===== config.mk =====
export PLATFORM = sky130hd
export DESIGN_NAME = alu_ctrl_md
export DESIGN_NICKNAME = d
export VERILOG_FILES = /design/src/rtl/alu_ctrl_pkg.sv /design/src/rtl/muldiv_iter.sv /design/src/rtl/alu_ctrl_md.sv
export SDC_FILE = /design/constraint.sdc
export NUM_CORES = 1
export LEC_CHECK = 0
export ABC_AREA = 1
export CAP_MARGIN = 20
export CELL_PAD_IN_SITES_DETAIL_PLACEMENT = 1
export CELL_PAD_IN_SITES_GLOBAL_PLACEMENT = 1
export CORE_MARGIN = 1
export CORE_UTILIZATION = 49
export DETAILED_ROUTE_END_ITERATION = 8
export DONT_BUFFER_PORTS = 1
export PLACE_DENSITY_LB_ADDON = 0.1
export SYNTH_ARGS = -nofsm -noshare
export SYNTH_HDL_FRONTEND = slang
export SYNTH_SLANG_ARGS = --single-unit

===== constraint.sdc =====
create_clock -name clk -period 13.2 [get_ports clk]
set_input_delay 1.98 -clock clk [delete_from_list [all_inputs] [get_ports clk]]
set_output_delay 1.98 -clock clk [all_outputs]
set_load 0.1 [all_outputs]

===== src/rtl/alu_ctrl_pkg.sv =====
// alu_ctrl_pkg: shared ALU select codes, ALUOp/funct codes and sequencer state for alu_ctrl_md.
package alu_ctrl_pkg;
   localparam logic [3:0] ALU_AND  = 4'b0000;
   localparam logic [3:0] ALU_OR   = 4'b0001;
   localparam logic [3:0] ALU_ADD  = 4'b0010;
   localparam logic [3:0] ALU_XOR  = 4'b0011;
   localparam logic [3:0] ALU_SLL  = 4'b0100;
   localparam logic [3:0] ALU_SRL  = 4'b0101;
   localparam logic [3:0] ALU_SUB  = 4'b0110;
   localparam logic [3:0] ALU_SRA  = 4'b0111;
   localparam logic [3:0] ALU_SLT  = 4'b1000;
   localparam logic [3:0] ALU_SLTU = 4'b1001;
   localparam logic [3:0] ALU_ILL  = 4'b1111;

   localparam logic [1:0] OP_ADD = 2'b00;
   localparam logic [1:0] OP_SUB = 2'b01;
   localparam logic [1:0] OP_R   = 2'b10;
   localparam logic [1:0] OP_I   = 2'b11;

   localparam logic [6:0] F7_BASE = 7'b0000000;
   localparam logic [6:0] F7_ALT  = 7'b0100000;
   localparam logic [6:0] F7_MD   = 7'b0000001;

   localparam logic [2:0] F3_MUL    = 3'b000;
   localparam logic [2:0] F3_MULH   = 3'b001;
   localparam logic [2:0] F3_MULHSU = 3'b010;
   localparam logic [2:0] F3_MULHU  = 3'b011;
   localparam logic [2:0] F3_DIV    = 3'b100;
   localparam logic [2:0] F3_DIVU   = 3'b101;
   localparam logic [2:0] F3_REM    = 3'b110;
   localparam logic [2:0] F3_REMU   = 3'b111;

   typedef enum logic [1:0] {S_IDLE, S_CALC, S_DONE} state_t;

   function automatic logic [3:0] base_sel(input logic [2:0] f3, input logic alt);
      case (f3)
         3'b000:  return alt ? ALU_SUB : ALU_ADD;
         3'b001:  return ALU_SLL;
         3'b010:  return ALU_SLT;
         3'b011:  return ALU_SLTU;
         3'b100:  return ALU_XOR;
         3'b101:  return alt ? ALU_SRA : ALU_SRL;
         3'b110:  return ALU_OR;
         default: return ALU_AND;
      endcase
   endfunction
endpackage


===== src/rtl/muldiv_iter.sv =====
// muldiv_iter: one-bit-per-cycle shift-add multiplier / restoring divider on magnitudes,
// with sign fix-up folded into the final step and divide special cases resolved at load.
module muldiv_iter
   import alu_ctrl_pkg::*;
#(
   parameter int XLEN = 32
) (
   input  logic            clk,
   input  logic            rst_n,
   input  logic            load,
   input  logic            step,
   input  logic [2:0]      funct3,
   input  logic [XLEN-1:0] rs1,
   input  logic [XLEN-1:0] rs2,
   output logic            special,
   output logic            last,
   output logic [XLEN-1:0] result
);
   localparam int CW = $clog2(XLEN) + 1;
   localparam logic [XLEN-1:0] MIN = {1'b1, {(XLEN-1){1'b0}}};

   logic [2*XLEN-1:0] acc, acc_n, full;
   logic [XLEN-1:0]   opb, a_abs, b_abs, q, r, res_n, spec_res;
   logic [XLEN:0]     sum, diff;
   logic [CW-1:0]     cnt;
   logic [2:0]        f3;
   logic              neg_q, neg_r, sa, sb;

   always_comb begin
      sa = rs1[XLEN-1] && (funct3[2] ? !funct3[0] : funct3 != F3_MULHU);
      sb = rs2[XLEN-1] && (funct3[2] ? !funct3[0] : !funct3[1]);
      a_abs = sa ? -rs1 : rs1;
      b_abs = sb ? -rs2 : rs2;
      special = funct3[2] && (rs2 == '0 || (!funct3[0] && rs1 == MIN && &rs2));
      spec_res = funct3[1] ? (rs2 == '0 ? rs1 : '0) : (rs2 == '0 ? '1 : MIN);
      // acc is {partial product, multiplier} for mul and {remainder, quotient} for div
      sum = {1'b0, acc[2*XLEN-1:XLEN]} + (acc[0] ? {1'b0, opb} : '0);
      diff = acc[2*XLEN-1:XLEN-1] - {1'b0, opb};
      acc_n = f3[2] ? {diff[XLEN] ? acc[2*XLEN-2:XLEN-1] : diff[XLEN-1:0], acc[XLEN-2:0], !diff[XLEN]}
                    : {sum, acc[XLEN-1:1]};
      full = neg_q ? -acc_n : acc_n;
      q = acc_n[XLEN-1:0];
      r = acc_n[2*XLEN-1:XLEN];
      res_n = f3[2] ? (f3[1] ? (neg_r ? -r : r) : (neg_q ? -q : q))
                    : (f3 == F3_MUL ? full[XLEN-1:0] : full[2*XLEN-1:XLEN]);
   end

   assign last = cnt == CW'(XLEN - 1);

   always_ff @(posedge clk or negedge rst_n) begin
      if (!rst_n) begin
         acc <= '0;
         opb <= '0;
         cnt <= '0;
         f3 <= '0;
         neg_q <= 1'b0;
         neg_r <= 1'b0;
         result <= '0;
      end else if (load) begin
         acc <= {{XLEN{1'b0}}, funct3[2] ? a_abs : b_abs};
         opb <= funct3[2] ? b_abs : a_abs;
         cnt <= '0;
         f3 <= funct3;
         neg_q <= sa ^ sb;
         neg_r <= sa;
         if (special) result <= spec_res;
      end else if (step) begin
         acc <= acc_n;
         cnt <= cnt + CW'(1);
         if (last) result <= res_n;
      end
   end
endmodule


===== src/rtl/alu_ctrl_md.sv =====
// alu_ctrl_md: combinational ALU-select decode plus IDLE/CALC/DONE sequencer that runs
// RV32M ops on muldiv_iter behind valid/ready handshakes.
module alu_ctrl_md
   import alu_ctrl_pkg::*;
#(
   parameter int XLEN  = 32,
   parameter int M_EXT = 1
) (
   input  logic            clk,
   input  logic            rst_n,
   input  logic [1:0]      alu_op,
   input  logic [31:0]     inst,
   input  logic [XLEN-1:0] rs1,
   input  logic [XLEN-1:0] rs2,
   input  logic            flush,
   output logic [3:0]      alu_sel,
   output logic            md_req,
   input  logic            in_valid,
   output logic            in_ready,
   output logic            out_valid,
   input  logic            out_ready,
   output logic [XLEN-1:0] result
);
   state_t     state, state_n;
   logic [2:0] f3;
   logic [6:0] f7;
   logic       r_ok, i_ok, accept, special, last, unused_bits;

   assign f3 = inst[14:12];
   assign f7 = inst[31:25];
   assign unused_bits = ^{inst[24:15], inst[11:0]};

   always_comb begin
      md_req = (M_EXT != 0) && alu_op == OP_R && f7 == F7_MD;
      r_ok = f7 == F7_BASE || (f7 == F7_ALT && (f3 == 3'b000 || f3 == 3'b101));
      i_ok = f3 == 3'b001 ? f7 == F7_BASE : f3 == 3'b101 ? (f7 == F7_BASE || f7 == F7_ALT) : 1'b1;
      alu_sel = md_req ? ALU_ILL
              : alu_op == OP_ADD ? ALU_ADD
              : alu_op == OP_SUB ? ALU_SUB
              : alu_op == OP_R ? (r_ok ? base_sel(f3, inst[30]) : ALU_ILL)
              : f3 == 3'b000 ? ALU_ADD
              : i_ok ? base_sel(f3, inst[30]) : ALU_ILL;
   end

   assign accept = in_valid && state == S_IDLE && md_req;
   assign in_ready = state == S_IDLE;
   assign out_valid = state == S_DONE;

   always_comb begin
      state_n = state;
      if (state == S_IDLE && accept) state_n = special ? S_DONE : S_CALC;
      if (state == S_CALC && last) state_n = S_DONE;
      if (state == S_DONE && out_ready) state_n = S_IDLE;
      if (flush) state_n = S_IDLE;
   end

   always_ff @(posedge clk or negedge rst_n) begin
      if (!rst_n) state <= S_IDLE;
      else state <= state_n;
   end

   muldiv_iter #(.XLEN(XLEN)) u_md (
      .clk     (clk),
      .rst_n   (rst_n),
      .load    (accept && !flush),
      .step    (state == S_CALC && !flush),
      .funct3  (f3),
      .rs1     (rs1),
      .rs2     (rs2),
      .special (special),
      .last    (last),
      .result  (result)
   );
endmodule


==> results.sh, run 1 <==
export IMPL_timing_hold_ws_ns=0.530
export IMPL_utilization_pct=52.4
export IMPL_synth_cells=3206
export IMPL_internal_cell_power_mw=1.60
export IMPL_post_route_cells_drive_above_1_share_pct=4.92
export IMPL_critical_path_slowest_cell="inv_1"
export IMPL_postSynth_asyncResetShare_pct=100
export IMPL_clockPowerShare_pct=13.6
export IMPL_worst_path_largest_cell_delay_ns=0.64
export IMPL_finalWeightedCongestion=1.07
export IMPL_cts_tree="yes"
export IMPL_timing_max_slew_rel_slack_pct=17.7
export IMPL_critPathBufInv=8
export IMPL_dr_first_iter_drc_count=2232
export IMPL_antennaDiodeCount=0
export IMPL_clk_root_buffer_cell="clkbuf_16"
export IMPL_num_vias=22943
export IMPL_slew_viol_final=0
export IMPL_total_leakage_power_nw=10.4
export IMPL_maxClockFrequency_mhz=161
export IMPL_clock_path_buffers=2
export IMPL_post_dp_hpwl_um=71700
export IMPL_detailedRoute_firstPassIterationCount=6
export IMPL_timing_critical_path_fanout_max=50
export IMPL_io_buffer_count=0
export IMPL_worst_case_vdd_ir_drop_uv=126
export IMPL_worst_endpoint_required_ns=13.54
export IMPL_grt_max_degree=142
export IMPL_die_height_um=195
export IMPL_floorplan_die_width_um=195
export IMPL_setup_viol=0
export IMPL_yosys_top_cells_count="nand2_1 (981), inv_1 (468), nor2_1 (346)"
export IMPL_startpoint_type="input port"
export IMPL_cp_common_cell="buf_4"
export IMPL_cts_hold_buf=0
export IMPL_tightestPinTransition_ns=1.22
export IMPL_switchingPower_mw=2.53
export IMPL_setup_repair_after_global_routing_missed_its_margin="false"
export IMPL_seq_area_frac_synth_pct=19.4
export IMPL_postSynth_topFlopCell="dfrtp_1"
export IMPL_switching_share_pct=61.3
export IMPL_finClkSkew_ns=0.0174
export IMPL_comb_power_share_pct=65.6
export IMPL_post_layout_total_power_mw=4.13
export IMPL_synth_largest_type_area_fraction_pct=20.2
export IMPL_post_cts_resize_count=0
export IMPL_ys_top_cells_by_area="nand2_1 (20%), dfrtp_1 (19%), inv_1 (9.6%), nand3_1 (7.6%), nor2_1 (7.1%)"
export IMPL_ys_ff_latch=141
export IMPL_placement_setup_worst_slack_ns=6.59
export IMPL_critPathArrivalTime_ns=6.57
export IMPL_tritoncts_num_sinks=141
export IMPL_cts_setup_buffers=0
export IMPL_power_sequential_fraction_pct=20.9
export IMPL_max_cap_viol_count=0
export IMPL_viasPerCell=6.34
export IMPL_std_cell_rows=70
export IMPL_grt_pass1_wl_um=135000
export IMPL_fp_coreArea_mm2=0.0366
export IMPL_antenna_violations_before_repair=2
export IMPL_final_hold_violating_endpoints=0
export IMPL_nets=3314
export IMPL_synth_cell_type_count=61
export IMPL_synth_edf_count=0
export IMPL_post_synthesis_cell_area_mm2=0.0182
export IMPL_layout_cell_area_non_filler_mm2=0.0192
export IMPL_global_route_overflow_total=0
export IMPL_placed_cell_area_mm2=0.0185
export IMPL_final_min_clock_period_ns=6.23
export IMPL_setup_total_negative_slack_ns=0
export IMPL_cts_reportedPaths_clkPinSlew_ns=0.07
export IMPL_layoutNonFillerInstCount=3620
export IMPL_flow_area_growth_from_synthesis_pct=5.30
export IMPL_gr_usage_all_layers_pct=47.2
export IMPL_floorplan_initialDensity_pct=49.8
export IMPL_i_o_pin_count=142
export IMPL_grt_pass1_vias=23174
export IMPL_yosys_warnings=0
export IMPL_wl_um=90100
export IMPL_floorplan_die_area_mm2=0.0380
export IMPL_synth_largest_area_cell="nand2_1"
export IMPL_final_fill_count=5375
export IMPL_route_detailed_drc=0
export IMPL_dpl_cell_count=3587
export IMPL_status="finished, final reports clean"
export IMPL_syn_num_nets=3381
export IMPL_critical_path_cell_chain="nor3_1, nand3_1, nor2_1, nand2_1, inv_1, nand3_1, nor2_2, buf_4, inv_2, buf_4, nor2_4, buf_4, o21ai_1, nand2_1, buf_4, inv_2, nor2_1, nand3_1, nand2_1, inv_1"
export IMPL_cts_buffers_inserted=17
export IMPL_drt_antenna_violating_nets=0
export IMPL_dominant_delay_contributor_by_cell_family_on_the_critical_path="buffers and inverters"
export IMPL_clock_insertion_delay_worst_skew_ns=0.45
export IMPL_areal_power_density_over_the_cells_mw_per_mm2=215
export IMPL_nature_of_the_critical_path_endpoint="flop"
export IMPL_path_class="input port to flop"
export IMPL_synthMostInstantiatedCell="nand2_1"
export IMPL_final_min_period_over_clock_period_pct=47.2
export IMPL_routed_wire_length_per_instance_um=24.9
export IMPL_syn_mean_instance_area_um2=5.68
export IMPL_hold_path_class="flop to flop"
export IMPL_setup_ws_ns=6.97
export IMPL_number_of_levels_in_the_clock_h_tree=4
## layout make-up
class                   count  area (um^2)  area share (%)
flip-flops and latches    141         3530            18.4
clock buffers              21          460            2.40
clock inverters            11          189           0.984
multi-input cells        2478        12400            64.8
repair buffers             22          185           0.965
well taps                 468          586            3.05
inverters                 479         1800            9.37
## kinds of logic after synthesis
group / Yosys count / synth area share (%)
AO/OA/AOI/OAI: 513 / 16.4
XOR/XNOR: 99 / 4.76
adder cells (fa/ha/maj): 72 / 5.03
buffers and inverters: 587 / 12.6
flip-flops: 141 / 19.4
multiplexers: 2 / 0.110
AND/OR/NAND/NOR: 1792 / 41.7
## flip-flops by register name, summed over array words and instances (netlist names)
register / count
u_md.acc: 64
u_md.opb: 32
u_md.result: 32
u_md.cnt: 6
u_md.f3: 3
state: 2
u_md.neg_q: 1
u_md.neg_r: 1
## worst reg2reg max path: cells and delay by family (launching register included)
family                     cells  cell delay (ns)
and+or+nand+nor               25             3.57
xor gates and xnor gates       1             0.38
adders and majority gates      3             0.97
AOI/OAI and AO/OA              2             0.59
DFF                            1             0.46
buffers and inverters          1             0.12
## worst paths after layout
check | from | end | slack, ns | depth (start not counted)
max | inst[29] | u_md.result[29] | 6.97 | 20
min | u_md.cnt[5] | u_md.cnt[5] | 0.53 | 1
max reg2reg | u_md.opb[0] | u_md.result[12] | 6.99 | 32
min reg2reg | u_md.cnt[5] | u_md.cnt[5] | 0.53 | 1
max in group asynchronous | rst_n | u_md.f3[2] | 11.55 | 0
min in group asynchronous | rst_n | u_md.acc[59] | 1.22 | 0
## layout by cell type (no fill, tap or decap), types with 37 or more instances in the layout
cell type,n
o21ai_0,191
nor2_1,341
ha_1,70
nand3_1,278
a21oi_1,148
inv_1,468
dfrtp_1,139
nand2_1,980
nor3_1,37
xor2_1,80
## power groups by stage
stage                     sequential [mW]  combinational [mW]  clock (mW)
after floorplan                     0.775                1.72           0
after global placement              0.861                2.44           0
after detailed placement            0.868                2.54           0
after CTS                           0.863                2.57       0.554
after global routing                0.861                2.90       0.570
final                               0.862                2.71       0.561
## layer usage
layer | wire, um | share of wire (%) | GRT usage, % | vias up
met3 | 8350 | 9.3 | 8.43 | 428
met4 | 8680 | 9.6 | 39.4 | 2
met2 | 39500 | 44 | 74.8 | 1390
met1 | 33600 | 37 | 55.7 | 10960
li1 | - | - | - | 10163
met5 | 13 | 0.014 | 0 | -
No activity file was read; power rests on OpenSTA's default activity.
==> inputs of run 2 (changes only) <==
Settings changed: ABC_AREA 1 to 0.
Clock period 13.2 ns to 6.1 ns, I/O delays scaled along.
==> results.sh, run 2 <==
export IMPL_synth_largest_type_area_fraction_pct=21.1
export IMPL_path_class="flop to flop"
export IMPL_post_synthesis_cell_area_mm2=0.0167
export IMPL_status="finished, final reports clean"
export IMPL_synth_largest_area_cell="dfrtp_1"
export IMPL_synthMostInstantiatedCell="nand2_1"
export IMPL_largest_register="u_md.acc"
export IMPL_gr_usage_all_layers_pct=44.2
export IMPL_final_min_clock_period_ns=6.00
export IMPL_post_dp_hpwl_um=60300
export IMPL_synth_cells=2323
export IMPL_antennaDiodeCount=0
export IMPL_yosys_top_cells_count="nand2_1 (289), o21ai_0 (270), nor2_1 (208)"
export IMPL_fp_coreArea_mm2=0.0335
export IMPL_most_common_layout_cells="nand2_1 (289), o21ai_0 (269), nor2_1 (203), a21oi_1 (174), dfrtp_1 (139)"
export IMPL_layout_commonest_cell="nand2_1"
export IMPL_floorplan_die_area_mm2=0.0349
export IMPL_layoutNonFillerInstCount=2731
export IMPL_worst_endpoint_required_ns=6.40
export IMPL_flow_area_growth_from_synthesis_pct=7.36
export IMPL_clock_insertion_delay_worst_skew_ns=0.47
export IMPL_global_route_overflow_total=0
export IMPL_maxClockFrequency_mhz=167
export IMPL_largest_reg_flops=64
export IMPL_tritoncts_num_sinks=141
export IMPL_wl_um=77800
export IMPL_final_hold_violating_endpoints=0
export IMPL_syn_mean_instance_area_um2=7.20
export IMPL_worst_case_vdd_ir_drop_uv=212
export IMPL_max_cap_viol_count=0
export IMPL_routed_wire_length_per_instance_um=28.5
export IMPL_cts_hold_buf=0
export IMPL_timing_max_slew_rel_slack_pct=22.2
export IMPL_dr_first_iter_drc_count=2250
export IMPL_final_min_period_over_clock_period_pct=98.4
export IMPL_nets=2445
export IMPL_total_leakage_power_nw=7.34
export IMPL_startpoint_type="flop"
export IMPL_areal_power_density_over_the_cells_mw_per_mm2=189
export IMPL_nature_of_the_critical_path_endpoint="flop"
export IMPL_cts_tree="yes"
export IMPL_dpl_cell_count=2698
export IMPL_top_regs="u_md.acc x64, u_md.opb x32, u_md.result x32"
export IMPL_syn_num_nets=2498
export IMPL_num_vias=18991
export IMPL_grt_pass1_wl_um=118000
export IMPL_tightestPinTransition_ns=1.16
export IMPL_cts_reportedPaths_clkPinSlew_ns=0.07
export IMPL_drt_antenna_violating_nets=0
export IMPL_yosys_warnings=0
export IMPL_grt_max_degree=142
export IMPL_finClkSkew_ns=0.0205
export IMPL_std_cell_rows=67
export IMPL_setup_viol=0
export IMPL_i_o_pin_count=142
export IMPL_critPathArrivalTime_ns=6.30
export IMPL_cts_buffers_inserted=17
export IMPL_clock_path_buffers=2
export IMPL_postSynth_topFlopCell="dfrtp_1"
export IMPL_seq_area_frac_synth_pct=21.1
export IMPL_antenna_violations_before_repair=3
export IMPL_detailedRoute_firstPassIterationCount=5
export IMPL_clk_root_buffer_cell="clkbuf_16"
export IMPL_placement_setup_worst_slack_ns=0.171
export IMPL_route_detailed_drc=0
export IMPL_post_route_cells_drive_above_1_share_pct=7.80
export IMPL_setup_ws_ns=0.0976
export IMPL_synth_cell_type_count=106
export IMPL_io_buffer_count=0
export IMPL_ys_ff_latch=141
export IMPL_postSynth_asyncResetShare_pct=100
export IMPL_timing_critical_path_fanout_max=26
export IMPL_die_height_um=187
export IMPL_ys_top_cells_by_area="dfrtp_1 (21%), o21ai_0 (8.1%), nand2_1 (6.5%), ha_1 (5.2%), a21oi_1 (5.2%)"
export IMPL_floorplan_die_width_um=187
export IMPL_floorplan_initialDensity_pct=49.9
export IMPL_number_of_levels_in_the_clock_h_tree=4
export IMPL_finalWeightedCongestion=1.02
export IMPL_slew_viol_final=0
export IMPL_synth_edf_count=0
export IMPL_hold_path_class="input port to async pin"
export IMPL_grt_pass1_vias=18809
export IMPL_post_layout_total_power_mw=3.40
export IMPL_viasPerCell=6.95
run 2: path summary, 6_finish.rpt:
path	from	end	slack [ns]	cells past startpoint
max	u_md.acc[31]	u_md.result[18]	0.1	21
max in group asynchronous	rst_n	u_md.f3[2]	5.61	0
min in group clk	u_md.opb[30]	u_md.opb[30]	0.50	1
max reg2reg	u_md.acc[31]	u_md.result[18]	0.1	21
min	rst_n	u_md.acc[49]	0.15	0
min reg2reg	u_md.opb[30]	u_md.opb[30]	0.50	1
run 2: final cells by class:
type | count | area (um^2)
Fill cell | 4322 | 15600
Multi-Input combinational cell | 1961 | 12400
Sequential cell | 141 | 3530
Timing Repair Buffer | 76 | 583
Tap cell | 448 | 561
Clock buffer | 20 | 467
Inverter | 73 | 274
Clock inverter | 12 | 181
run 2: worst max-delay path, cell delays in order, from the launching register on:
cell,delay (ns)
dfrtp_1,0.38
inv_1,0.06
ha_1,0.16
inv_1,0.07
fa_1,0.40
a21o_1,0.22
a221o_1,0.39
a211oi_4,0.36
a211oi_4,0.14
or3_1,0.39
nand2_4,0.10
buf_4,0.38
a21oi_1,0.13
a21oi_1,0.30
inv_1,0.16
ha_1,0.26
o31ai_1,0.20
nand3b_4,0.31
or4_1,0.33
a21oi_1,0.14
o32ai_1,0.78
o21ai_0,0.18
run 2: repair_timing:
item / in CTS / in global routing
setup buffers: 0 / 1
setup endpoints to repair: 0 / 4
gates resized for setup: 0 / 5
run 2: stage by stage:
stage | area (um^2) | hold slack [ns] | utilization [%] | TNS [ns]
after CTS | 17900 | 0.139 | 53.5 | 0
after global routing | 18000 | 0.138 | 53.5 | -0.00200
after floorplan | 16700 | 0.464 | - | 0
after global placement | 17300 | 0.484 | 51.5 | 0
after detailed placement | 17300 | 0.492 | 51.5 | 0
final | 18000 | 0.146 | 53.5 | 0
run 2: metal layers:
metal,wire length (um),GRT usage [%]
met1,31200,55.9
met2,33600,67.4
met3,7110,10.2
met4,5840,29.3
met5,26,0
run 2: cells by family after synthesis:
| family | share of synthesized area, % |
|---|---|
| AO/OA/AOI/OAI | 30.9 |
| XOR/XNOR | 9.27 |
| adder cells (fa/ha/maj) | 5.48 |
| buffers and inverters | 5.32 |
| flip-flops | 21.1 |
| multiplexers | 3.23 |
| AND/OR/NAND/NOR | 24.7 |
run 2: report_power, final:
group | internal (mW) | switching, mW
Combinational | 0.382 | 0.747
Clock | 0.721 | 0.484
Sequential | 0.957 | 0.105
Total | 2.06 | 1.34
